$ cat src/rtl/recog_scheduler.sv
// Frame capture / digit recognition scheduler: IDLE -> CAPTURE -> INFER -> RESULT.
// Optional inference watchdog with FAULT state is enabled by defining SCHED_TIMEOUT_EN.
module recog_scheduler (
  input  logic               clk,
  input  logic               reset_n,
  input  logic               hold,
  input  logic               frame_done,
  input  logic               cap_wren,
  input  logic [9:0]         cap_addr,
  input  logic signed [31:0] cap_data,
  input  logic               retrieve_done,
  input  logic [9:0]         nn_addr,
  output logic               nn_start,
  input  logic               nn_done,
  input  logic [3:0]         nn_digit,
  output logic [9:0]         ram_addr,
  output logic [31:0]        ram_wdata,
  output logic               ram_wren,
  output logic [3:0]         digit_out,
  output logic               digit_valid,
  output logic               busy,
  output logic [2:0]         state_dbg,
  output logic [7:0]         drop_cnt,
  output logic               timeout_err
);

  localparam int unsigned CNT_W = 8;
  localparam int unsigned DIG_W = 4;

  typedef enum logic [2:0] {
    IDLE    = 3'd0,
    CAPTURE = 3'd1,
    INFER   = 3'd2,
    RESULT  = 3'd3
`ifdef SCHED_TIMEOUT_EN
    , FAULT = 3'd4
`endif
  } state_e;

  state_e             state_q, state_d;
  logic [DIG_W-1:0]   digit_out_q;
  logic               digit_valid_q;
  logic               nn_start_q;
  logic [CNT_W-1:0]   drop_cnt_q;
  logic               drop_hit_c;
  logic               timeout_hit_c;

`ifdef SCHED_TIMEOUT_EN
  localparam int unsigned WDOG_W      = 16;
  localparam int unsigned TIMEOUT_CYC = 50000;

  logic [WDOG_W-1:0]  wdog_q;
  logic               timeout_err_q;

  assign timeout_hit_c = (wdog_q == WDOG_W'(TIMEOUT_CYC - 1));
`else
  assign timeout_hit_c = 1'b0;
`endif

  // Next-state logic; nn_done beats a coincident watchdog expiry
  always_comb begin
    state_d = state_q;
    case (state_q)
      IDLE:    if (frame_done && hold) state_d = CAPTURE;
      CAPTURE: if (retrieve_done)      state_d = INFER;
      INFER: begin
        if (nn_done)            state_d = RESULT;
`ifdef SCHED_TIMEOUT_EN
        else if (timeout_hit_c) state_d = FAULT;
`endif
      end
      RESULT:  state_d = IDLE;
`ifdef SCHED_TIMEOUT_EN
      FAULT:   state_d = IDLE;
`endif
      default: state_d = IDLE;
    endcase
  end

  // A frame arriving while busy is dropped, unless it coincides with capture completion
  always_comb begin
    drop_hit_c = 1'b0;
    if (frame_done) begin
      case (state_q)
        CAPTURE: drop_hit_c = !retrieve_done;
        INFER:   drop_hit_c = 1'b1;
        RESULT:  drop_hit_c = 1'b1;
        default: drop_hit_c = 1'b0;
      endcase
    end
  end

  always_ff @(posedge clk) begin
    if (!reset_n) begin
      state_q       <= IDLE;
      digit_out_q   <= '0;
      digit_valid_q <= 1'b0;
      nn_start_q    <= 1'b0;
      drop_cnt_q    <= '0;
    end else begin
      state_q       <= state_d;
      nn_start_q    <= (state_d == INFER) && (state_q != INFER);
      digit_valid_q <= (state_q == INFER) && (state_d == RESULT);
      if ((state_q == INFER) && (state_d == RESULT)) digit_out_q <= nn_digit;
      if (drop_hit_c && (drop_cnt_q != {CNT_W{1'b1}})) drop_cnt_q <= drop_cnt_q + CNT_W'(1);
    end
  end

`ifdef SCHED_TIMEOUT_EN
  // Watchdog counts INFER cycles and is cleared whenever outside INFER
  always_ff @(posedge clk) begin
    if (!reset_n) begin
      wdog_q        <= '0;
      timeout_err_q <= 1'b0;
    end else begin
      if (state_q == INFER) wdog_q <= wdog_q + WDOG_W'(1);
      else                  wdog_q <= '0;
      if (state_d == FAULT) timeout_err_q <= 1'b1;
    end
  end

  assign timeout_err = timeout_err_q;
`else
  assign timeout_err = 1'b0;
`endif

  // Capture owns the RAM port only in CAPTURE; otherwise the network reads it
  always_comb begin
    ram_addr  = nn_addr;
    ram_wdata = '0;
    ram_wren  = 1'b0;
    if (state_q == CAPTURE) begin
      ram_addr  = cap_addr;
      ram_wdata = cap_data;
      ram_wren  = cap_wren && reset_n;
    end
  end

  assign nn_start    = nn_start_q;
  assign digit_out   = digit_out_q;
  assign digit_valid = digit_valid_q;
  assign drop_cnt    = drop_cnt_q;
  assign busy        = (state_q != IDLE);
  assign state_dbg   = state_q;

endmodule

$ cat config.mk
export PLATFORM = sky130hd
export DESIGN_NAME = recog_scheduler
export DESIGN_NICKNAME = d
export VERILOG_FILES = /design/src/rtl/recog_scheduler.sv
export SDC_FILE = /design/constraint.sdc
export NUM_CORES = 1
export LEC_CHECK = 0
export ABC_AREA = 1
export BUFFER_PORTS_ARGS = -buffer_cell sky130_fd_sc_hd__buf_2
export CAP_MARGIN = 20
export CELL_PAD_IN_SITES_DETAIL_PLACEMENT = 0
export CELL_PAD_IN_SITES_GLOBAL_PLACEMENT = 2
export CORE_MARGIN = 2
export CORE_UTILIZATION = 15
export CTS_CLUSTER_DIAMETER = 80
export DETAILED_ROUTE_END_ITERATION = 12
export GPL_ROUTABILITY_DRIVEN = 0
export GPL_TIMING_DRIVEN = 1
export PLACE_DENSITY = 0.89
export SLEW_MARGIN = 20
export SYNTH_ARGS = -nofsm -noshare
export SYNTH_HDL_FRONTEND = slang
export SYNTH_SLANG_ARGS = --single-unit
$ cat constraint.sdc
create_clock -name clk -period 2.15 [get_ports clk]
set_input_delay 0.215 -clock clk [delete_from_list [all_inputs] [get_ports clk]]
set_output_delay 0.215 -clock clk [all_outputs]
set_load 0.02 [all_outputs]
# Yosys cells after proc, flatten, opt, wreduce, memory -nomap -nowiden
# Index checks and enable logic that the tools add are counted.
# word_totals
output_inout_bits	62
elab_cells	31
reg_bits	17
input_bits	63
# op_classes
reduce_logical	9
n_eq_ne	7
addsub	1
muxes	9
# op_table
op	count
$mux W32	1
$eq A3 B2 Y1 const B	4
$mux W10	1
$mux W3	3
$pmux W3 S3	1
$add A8 B1 Y8 const B	1
$ne A8 B8 Y1 const B	1
$logic_and A1 B1 Y1	5
$eq A3 B1 Y1 const B	1
$logic_not A3 Y1	1
$ne A3 B2 Y1 const B	1
$reduce_bool A3 Y1	1
$mux W1	2
$pmux W1 S2	1
$reduce_or A2 Y1	1
$logic_not A1 Y1	1

# Depth between registers and ports, before layout
# Gate-level depths: netlist (run 1).
# logic_depth
depth_word	5
ltp_mapped	8
depth_no_buf	8

# Worst setup path after synthesis (run 1)
# OpenSTA, ideal clock, no wires.
# synth_timing
path_kind	reg2out
start	register state_q[2], in the netlist state_dbg[2]
end	output port ram_wdata[0]
arrival_time_ns	1.170
path_buffers	1
path_slack_ns	0.765
required_time_ns	1.935
stages_incl_launch_ff	5
path_cell_list	dfxtp_1 > nor2_4 > nand2_1 > buf_2 > nor2_1
# synth_via
elab_chain_len	2
# synth_rtl
item	line	source
start, declared	40	state_e state_q, state_d;
start signal, assigned	101	state_q <= state_d;
$eq A3 B1 Y1	132	if (state_q == CAPTURE) begin
$mux W32	132	
end, declared	17	output logic [31:0] ram_wdata,
# Every way passes these cells.

# Final worst setup path (run 1)
# layout_timing
start	register state_q[1], in the netlist state_dbg[1]
end	output port ram_addr[0]
# layout_via
elab_chain_len	2
# layout_rtl
item	line	source
$eq A3 B1 Y1	132	
$mux W10	132	
end, declared	16	output logic [9:0] ram_addr,
# Every way passes these cells.

==> results_dict.tcl, run 1 <==
set metrics [dict create \
    outcome "finished clean" \
    critPathLaunch "state_dbg[1]" \
    rsz0062_at_grt "no" \
    fmax_ghz 0.570 \
    whs_ns 0.212 \
    synth_seq_cells 17 \
    post-cts-setup-buffers 0 \
    syn_area_per_cell_sq_um 5.55 \
    crit_arrival_ns 1.54 \
    hold_start "nn_digit[3]" \
    slew_violations 0 \
    hp-class "primary input to flip-flop" \
    die-area_sq_mm 0.00865 \
    drt_wl_total_mm 4.30 \
    drt_first_pass_iters 4 \
    drc_errors 0 \
    cts_hold_buffers 0 \
    synth_cell_types 20 \
    pin_count 125 \
    ant_nets 0 \
    io_buffers 123 \
    die_w_microns 93.0 \
    clock_path_buffers 2 \
    cts_made_buffers 3 \
    fin_crit_ns 1.75 \
    cp_max_fo 43 \
    antennaDiodeCount 0 \
    critical_path_class "flip-flop to output port" \
    grt_pass1_vias 1440 \
    overflow 0 \
    p_per_area_mw_per_mm2 371 \
    fin_worst_skew_ns 0.00209 \
    syn_area_sq_mm 0.00119 \
    fin_nets 401 \
    maxCapViolCount 0 \
    clock_latency_ns 0.25 \
    finalHoldViolCount 0 \
    clk_pin_slew_ns 0.07 \
    drive_gt1_share_pct 39.9 \
    setup_viol 0 \
    startpoint_type "flip-flop" \
    required_ns 1.93 \
    routed_via_density 3.67 \
    tns_ns 0 \
    synth_ff_type "dfxtp_1" \
    syn_inst 214 \
    vdd_ir_drop_max_mv 0.176 \
    synth_edf_count 0 \
    grt_pass1_wl_mm 6.58 \
    cts_resized 0 \
    cts_max_level 1 \
    synth_top_cell_area_share_pct 28.6 \
    start_util_pct 15.5 \
    yosysSeqAreaShare_pct 28.6 \
    dpl.hpwl_mm 3.53 \
    endpoint_kind "output port" \
    area_growth_pct 64.2 \
    synthArstFlopShare_pct 0 \
    synthTopCellsByCount "62 x nand2_1, 47 x inv_1, 46 x nor2_1" \
    clock_sinks 17 \
    synth.area.top_cells "dfxtp_1 29%, nand2_1 20%, inv_1 15%" \
    grt_util_all_layers_pct 9.31 \
    synth_warnings 0 \
    vias 1606 \
    finalCritPeriodShare_pct 81.6 \
    core-area_sq_mm 0.00769 \
    std_cell_rows 32 \
    synth_top_area_cell "dfxtp_1" \
    cts_tree "yes" \
    post_drt_wl_per_cell_microns 9.82 \
    cts-root-buf "clkbuf_8" \
    antenna_found_initial 0 \
    regToRegStartpoint "drop_cnt[0]" \
    p_leak_nw 1.29 \
    synth_most_common_cell "nand2_1" \
    grt_max_degree 44 \
    drt_iter0_markers 44 \
    die_h_microns 93.0 \
]
-- worst paths after layout --
kind | cells past startpoint | end | slack, ns
worst min register to register | 2 | digit_out[2] | 0.48
worst max-delay path | 6 | ram_addr[0] | 0.40
worst max register to register | 8 | drop_cnt[4] | 0.76
worst min-delay path | 3 | digit_out[3] | 0.21
-- critical path, stage by stage, from the launching register on --
cell	delay, ns
dfxtp_1	0.43
nor2_4	0.06
nand2_1	0.07
buf_4	0.38
nand2_1	0.09
nand2_1	0.08
buf_2	0.15
-- per-layer routing --
| layer | share of wire, % | routed length, microns | track usage (%) | vias up |
|---|---|---|---|---|
| met4 | 1.3 | 55 | 1.47 | 0 |
| met5 | 0 | 0 | 0 | - |
| met3 | 11 | 464 | 2.74 | 4 |
| met1 | 39 | 1700 | 9.97 | 658 |
| li1 | - | - | - | 863 |
| met2 | 48 | 2080 | 18.2 | 81 |
-- sequential cells by signal, summed over array words and instances (netlist names) --
register / flops
state_dbg: 3
nn_start: 1
digit_valid: 1
drop_cnt: 8
digit_out: 4
-- cell usage in the layout (no fill, tap or decap), drive strengths merged, types with 3 or more instances in the layout --
master,instances
a21oi,9
inv,47
nor2,49
o21ai,5
nand4,4
nand3,5
xor2,3
dfxtp,17
buf,124
clkbuf,4
nand2,64
-- metrics by stage --
stage	setup slack, ns	util, %	cells	instance area, sq um	total power, mW
floorplan	0.765	-	215	1190	0.405
global placement	0.691	24.8	434	1910	0.491
detailed placement	0.633	24.8	434	1910	0.491
CTS	0.375	25.4	438	1950	0.745
global route	0.237	25.4	438	1950	0.771
finish	0.396	25.4	438	1950	0.723
-- report_power, final --
| part | leakage (nW) | switching, mW | internal, mW |
|---|---|---|---|
| logic | 1.13 | 0.0918 | 0.0711 |
| registers | 0.137 | 0.00253 | 0.317 |
| clock network | 0.0228 | 0.109 | 0.131 |
-- cell type report --
type	instances	area (sq um)
inverter	47	176
multi-input combinational	144	639
clock buffer	4	45.0
tap	102	128
fill	894	5740
timing repair buffer	124	623
sequential	17	340
-- cells by family (layout without fill, tap and decap cells) --
logic type,Yosys count,count (layout),share of synthesized area [%]
other,1,2,0.315
AO/OA/AOI/OAI,14,14,5.89
AND/OR/NAND/NOR,123,123,43.3
buffers and inverters,54,175,17.9
adder cells (fa/ha/maj),1,1,1.05
XOR/XNOR,4,4,2.95
flip-flops,17,17,28.6
No activity file was read; power rests on OpenSTA's default activity.
==> run 2: changes to the inputs <==
--- a/config.mk
+++ b/config.mk
@@ -11,12 +11,12 @@
 export CELL_PAD_IN_SITES_DETAIL_PLACEMENT = 0
 export CELL_PAD_IN_SITES_GLOBAL_PLACEMENT = 2
 export CORE_MARGIN = 2
-export CORE_UTILIZATION = 15
+export CORE_UTILIZATION = 13
 export CTS_CLUSTER_DIAMETER = 80
 export DETAILED_ROUTE_END_ITERATION = 12
 export GPL_ROUTABILITY_DRIVEN = 0
 export GPL_TIMING_DRIVEN = 1
-export PLACE_DENSITY = 0.89
+export PLACE_DENSITY = 0.83
 export SLEW_MARGIN = 20
 export SYNTH_ARGS = -nofsm -noshare
 export SYNTH_HDL_FRONTEND = slang
==> constraint.sdc (replaced) <==
create_clock -name clk -period 1.5 [get_ports clk]
set_input_delay 0.15 -clock clk [delete_from_list [all_inputs] [get_ports clk]]
set_output_delay 0.15 -clock clk [all_outputs]
set_load 0.02 [all_outputs]
==> results_dict.tcl, run 2 (same netlist as run 1, synthesis figures left out) <==
set metrics [dict create \
    outcome "finished clean" \
    dp.cells 441 \
    routed_via_density 3.75 \
    critical_path_class "flip-flop to output port" \
    antenna_found_initial 1 \
    slowest_stage "dfxtp_2" \
    clock_latency_ns 0.25 \
    post_drt_wl_per_cell_microns 10.4 \
    drt_iter0_markers 37 \
    std_cell_rows 34 \
    vdd_ir_drop_max_mv 0.375 \
    fmax_ghz 0.691 \
    pin_count 125 \
    cts_tree "yes" \
    start_util_pct 13.5 \
    slew_violations 0 \
    drt_first_pass_iters 4 \
    clk_pin_slew_ns 0.07 \
    switching_power_mw 0.307 \
    cts_made_buffers 3 \
    clock_sinks 17 \
    drc_errors 0 \
    grt_util_all_layers_pct 8.91 \
    overflow 0 \
    clkPwrFrac_pct 32.3 \
    n_fill_cell 1012 \
    multi_input_area_sq_um 657 \
    final-instance-count-excl-fill 453 \
    area_growth_pct 82.4 \
    die_h_microns 99.6 \
    maxCapViolCount 0 \
    grt_pass1_wl_mm 7.16 \
    critPathMaxStageDelay_ns 0.35 \
    dpl.hpwl_mm 3.63 \
    hp-class "primary input to flip-flop" \
    pwr-share-seq_pct 42.9 \
    fin_nets 409 \
    required_ns 1.35 \
    core-area_sq_mm 0.00881 \
    seq_area_sq_um 345 \
    sw_frac_of_total_pct 28.7 \
    crit_arrival_ns 1.30 \
    setup_slack_ns 0.0534 \
    vias 1699 \
    cp_max_fo 6 \
    endpoint_kind "output port" \
    critPathTopFamily "simple AND/OR/NAND/NOR gates" \
    finalHoldViolCount 0 \
    layout_commonest_cell "buf_2" \
    power_frac_comb_pct 24.8 \
    io_buffers 123 \
    fin_worst_skew_ns 0.00177 \
    cts_hold_buffers 0 \
    grt_pass1_vias 1542 \
    p_leak_nw 1.35 \
    whs_ns 0.153 \
    path_cells "nor2_4 > nand2_4 > clkinvlp_4 > nand2_1 > nand2_1 > buf_6" \
    clock_path_buffers 2 \
    layout_common_cells "93 x buf_2, 59 x nand2_1, 46 x inv_1" \
    cts_max_level 1 \
    drive_gt1_share_pct 44.5 \
    p_per_area_mw_per_mm2 494 \
    drt_wl_total_mm 4.73 \
    internal_power_mw 0.763 \
    startpoint_type "flip-flop" \
    setup_viol 0 \
    ant_nets 0 \
    largest_reg_flops 8 \
    finalCritPeriodShare_pct 96.4 \
    cts-root-buf "clkbuf_8" \
    path_common_cell "nand2_1" \
    place_ws_ns 0.0930 \
    path_buf_inv 2 \
    die_w_microns 99.6 \
    fin_crit_ns 1.45 \
    die-area_sq_mm 0.00992 \
    rsz0062_at_grt "yes" \
    grt_max_degree 23 \
]
## run 2: area by class of cell
| class | count | area share [%] |
|---|---|---|
| flip-flops and latches | 17 | 15.9 |
| clock inverters | 1 | 0.231 |
| clock buffers | 3 | 1.90 |
| well taps | 108 | 6.23 |
| diodes | 1 | 0.115 |
| multi-input cells | 144 | 30.3 |
| inverters | 47 | 8.31 |
| repair buffers | 131 | 36.6 |
| repair inverters | 1 | 0.346 |
## run 2: routing by layer
layer / vias to the layer above / global-route usage, % / wire [microns]
met4: 0 / 1.26 / 39
met3: 4 / 2.39 / 465
met2: 83 / 18.2 / 2450
met5: - / 0 / 0
met1: 733 / 9.06 / 1780
li1: 879 / - / -
## run 2: worst paths after layout
check | from | end | slack [ns] | cells after the start
setup / recovery | state_dbg[1] | ram_addr[2] | 0.05 | 6
hold / removal | nn_digit[1] | digit_out[1] | 0.15 | 3
setup reg to reg | drop_cnt[0] | drop_cnt[0] | 0.10 | 8
hold reg to reg | digit_out[3] | digit_out[3] | 0.48 | 2
## run 2: stage by stage
step	power [mW]	area (sq um)	util, %	setup TNS [ns]
finish	1.07	2170	24.6	0
global route	1.14	2170	24.6	-0.0401
CTS	1.08	2100	23.8	-0.00861
detailed placement	0.707	1930	22.0	0
global placement	0.708	1930	22.0	0
floorplan	0.581	1190	-	0
## run 2: power groups by stage
stage	logic, mW	clock network [mW]	registers, mW
final	0.265	0.346	0.459
after global routing	0.291	0.392	0.460
after CTS	0.254	0.367	0.459
after detailed placement	0.238	0	0.469
after global placement	0.239	0	0.469
after floorplan	0.107	0	0.473
## run 2: timing repair
item                                    CTS  global route
buffers inserted                          2             3
pin swaps                                 1             2
gates resized for setup                  28            18
gates cloned                              2             0
endpoints found under the setup margin   16            35
## run 2: worst register-to-register path: cells and delay by family (launching register included)
family	cells	cell delay (ns)
DFF	1	0.34
and+or+nand+nor	4	0.45
adders and majority gates	1	0.22
buffers and inverters	2	0.17
AOI/OAI and AO/OA	1	0.13
==> run 3: changes to the inputs <==
--- a/config.mk
+++ b/config.mk
@@ -10,6 +10,7 @@
 export CAP_MARGIN = 20
 export CELL_PAD_IN_SITES_DETAIL_PLACEMENT = 0
 export CELL_PAD_IN_SITES_GLOBAL_PLACEMENT = 2
+export CORE_ASPECT_RATIO = 0.9
 export CORE_MARGIN = 2
 export CORE_UTILIZATION = 13
 export CTS_CLUSTER_DIAMETER = 80
==> results_dict.tcl, run 3 (same netlist as run 1, synthesis figures left out) <==
set metrics [dict create \
    outcome "finished clean" \
    p_per_area_mw_per_mm2 491 \
    die-area_sq_mm 0.00993 \
    final-instance-count-excl-fill 465 \
    grt_pass1_wl_mm 6.51 \
    area_growth_pct 82.9 \
    maxCapViolCount 0 \
    largest_reg_flops 8 \
    drt_iter0_markers 76 \
    vias 1645 \
    setup_viol 0 \
    io_buffers 123 \
    clock_path_buffers 2 \
    clk_pin_slew_ns 0.07 \
    place_ws_ns 0.0842 \
    post_drt_wl_per_cell_microns 9.61 \
    cts_made_buffers 3 \
    crit_arrival_ns 1.30 \
    ant_nets 0 \
    rsz0062_at_grt "yes" \
    clock_latency_ns 0.25 \
    clock_sinks 17 \
    routed_via_density 3.54 \
    die_h_microns 94.7 \
    critical_path_class "flip-flop to output port" \
    layout_commonest_cell "buf_2" \
    dpl-instance-area_sq_mm 0.00195 \
    slew_violations 0 \
    fmax_ghz 0.689 \
    finalHoldViolCount 0 \
    tns_ns 0 \
    fin_nets 408 \
    path_common_cell "nand2_1" \
    fin_util_pct 24.2 \
    path_cells "nor2_4 > nand2_4 > clkinvlp_4 > nand2_1 > nand2_1 > buf_6" \
    fin_area_sq_mm 0.00217 \
    die_w_microns 105 \
    pin_count 125 \
    endpoint_kind "output port" \
    fin_crit_ns 1.45 \
    p_leak_nw 1.33 \
    start_util_pct 13.2 \
    cts_tree "yes" \
    antennaDiodeCount 0 \
    drt_wl_total_mm 4.47 \
    cts-root-buf "clkbuf_8" \
    vdd_ir_drop_max_mv 0.321 \
    power.total_mw 1.07 \
    slowest_stage "dfxtp_4" \
    whs_ns 0.147 \
    critPathMaxStageDelay_ns 0.35 \
    cts_max_level 1 \
    cp_max_fo 6 \
    grt_util_all_layers_pct 8.04 \
    fin_worst_skew_ns 0.00147 \
    std_cell_rows 33 \
    drt_first_pass_iters 4 \
    setup_slack_ns 0.0491 \
    drive_gt1_share_pct 43.4 \
    rrSetupSlack_ns 0.13 \
    drc_errors 0 \
    required_ns 1.35 \
    core-area_sq_mm 0.00900 \
    antenna_found_initial 0 \
    startpoint_type "flip-flop" \
    finalCritPeriodShare_pct 96.7 \
    overflow 0 \
    hp-class "primary input to flip-flop" \
    dp.cells 456 \
    layout_common_cells "93 x buf_2, 59 x nand2_1, 46 x inv_1" \
    grt_max_degree 26 \
    grt_pass1_vias 1430 \
    dpl.hpwl_mm 3.36 \
]
run 3: per-layer routing:
layer	routed length, microns	share of wire (%)	global-route usage, %	up-vias
li1	-	-	-	872
met1	1870	42	9.29	698
met2	2150	48	14.9	71
met3	399	8.9	2.21	4
met4	55	1.2	1.67	0
met5	0	0	0	-
run 3: area by class of cell:
class,count,area (sq um)
timing repair inverter,1,7.51
clock buffer,4,45.0
sequential,17,349
fill,1017,6830
inverter,47,180
timing repair buffer,130,773
multi-input combinational,144,667
tap,122,153
run 3: worst paths after layout:
check                      end          from  cells after the start
hold / removal    digit_out[0]   nn_digit[0]                      3
setup / recovery   ram_addr[1]  state_dbg[2]                      6
hold reg to reg   digit_out[1]  digit_out[1]                      2
setup reg to reg   drop_cnt[3]  state_dbg[2]                      8
run 3: report_power, final:
part	total (mW)	internal (mW)	switching [mW]	leakage, nW
logic	0.264	0.124	0.140	1.17
clock network	0.348	0.188	0.159	0.0228
registers	0.456	0.453	0.00380	0.139
run 3: repair_timing:
item | CTS | global route
hold endpoints to repair | 0 | 0
gates cloned | 1 | 0
setup buffers | 1 | 3
gates resized for setup | 7 | 45
pin swaps | 1 | 5
endpoints found under the setup margin | 40 | 51
hold buffers | 0 | 0
run 3: critical path, delay by kind of cell, from the launching register on:
kind	cells	cell delay, ns
AND/OR/NAND/NOR	4	0.41
flip-flops	1	0.35
buffers and inverters	2	0.28
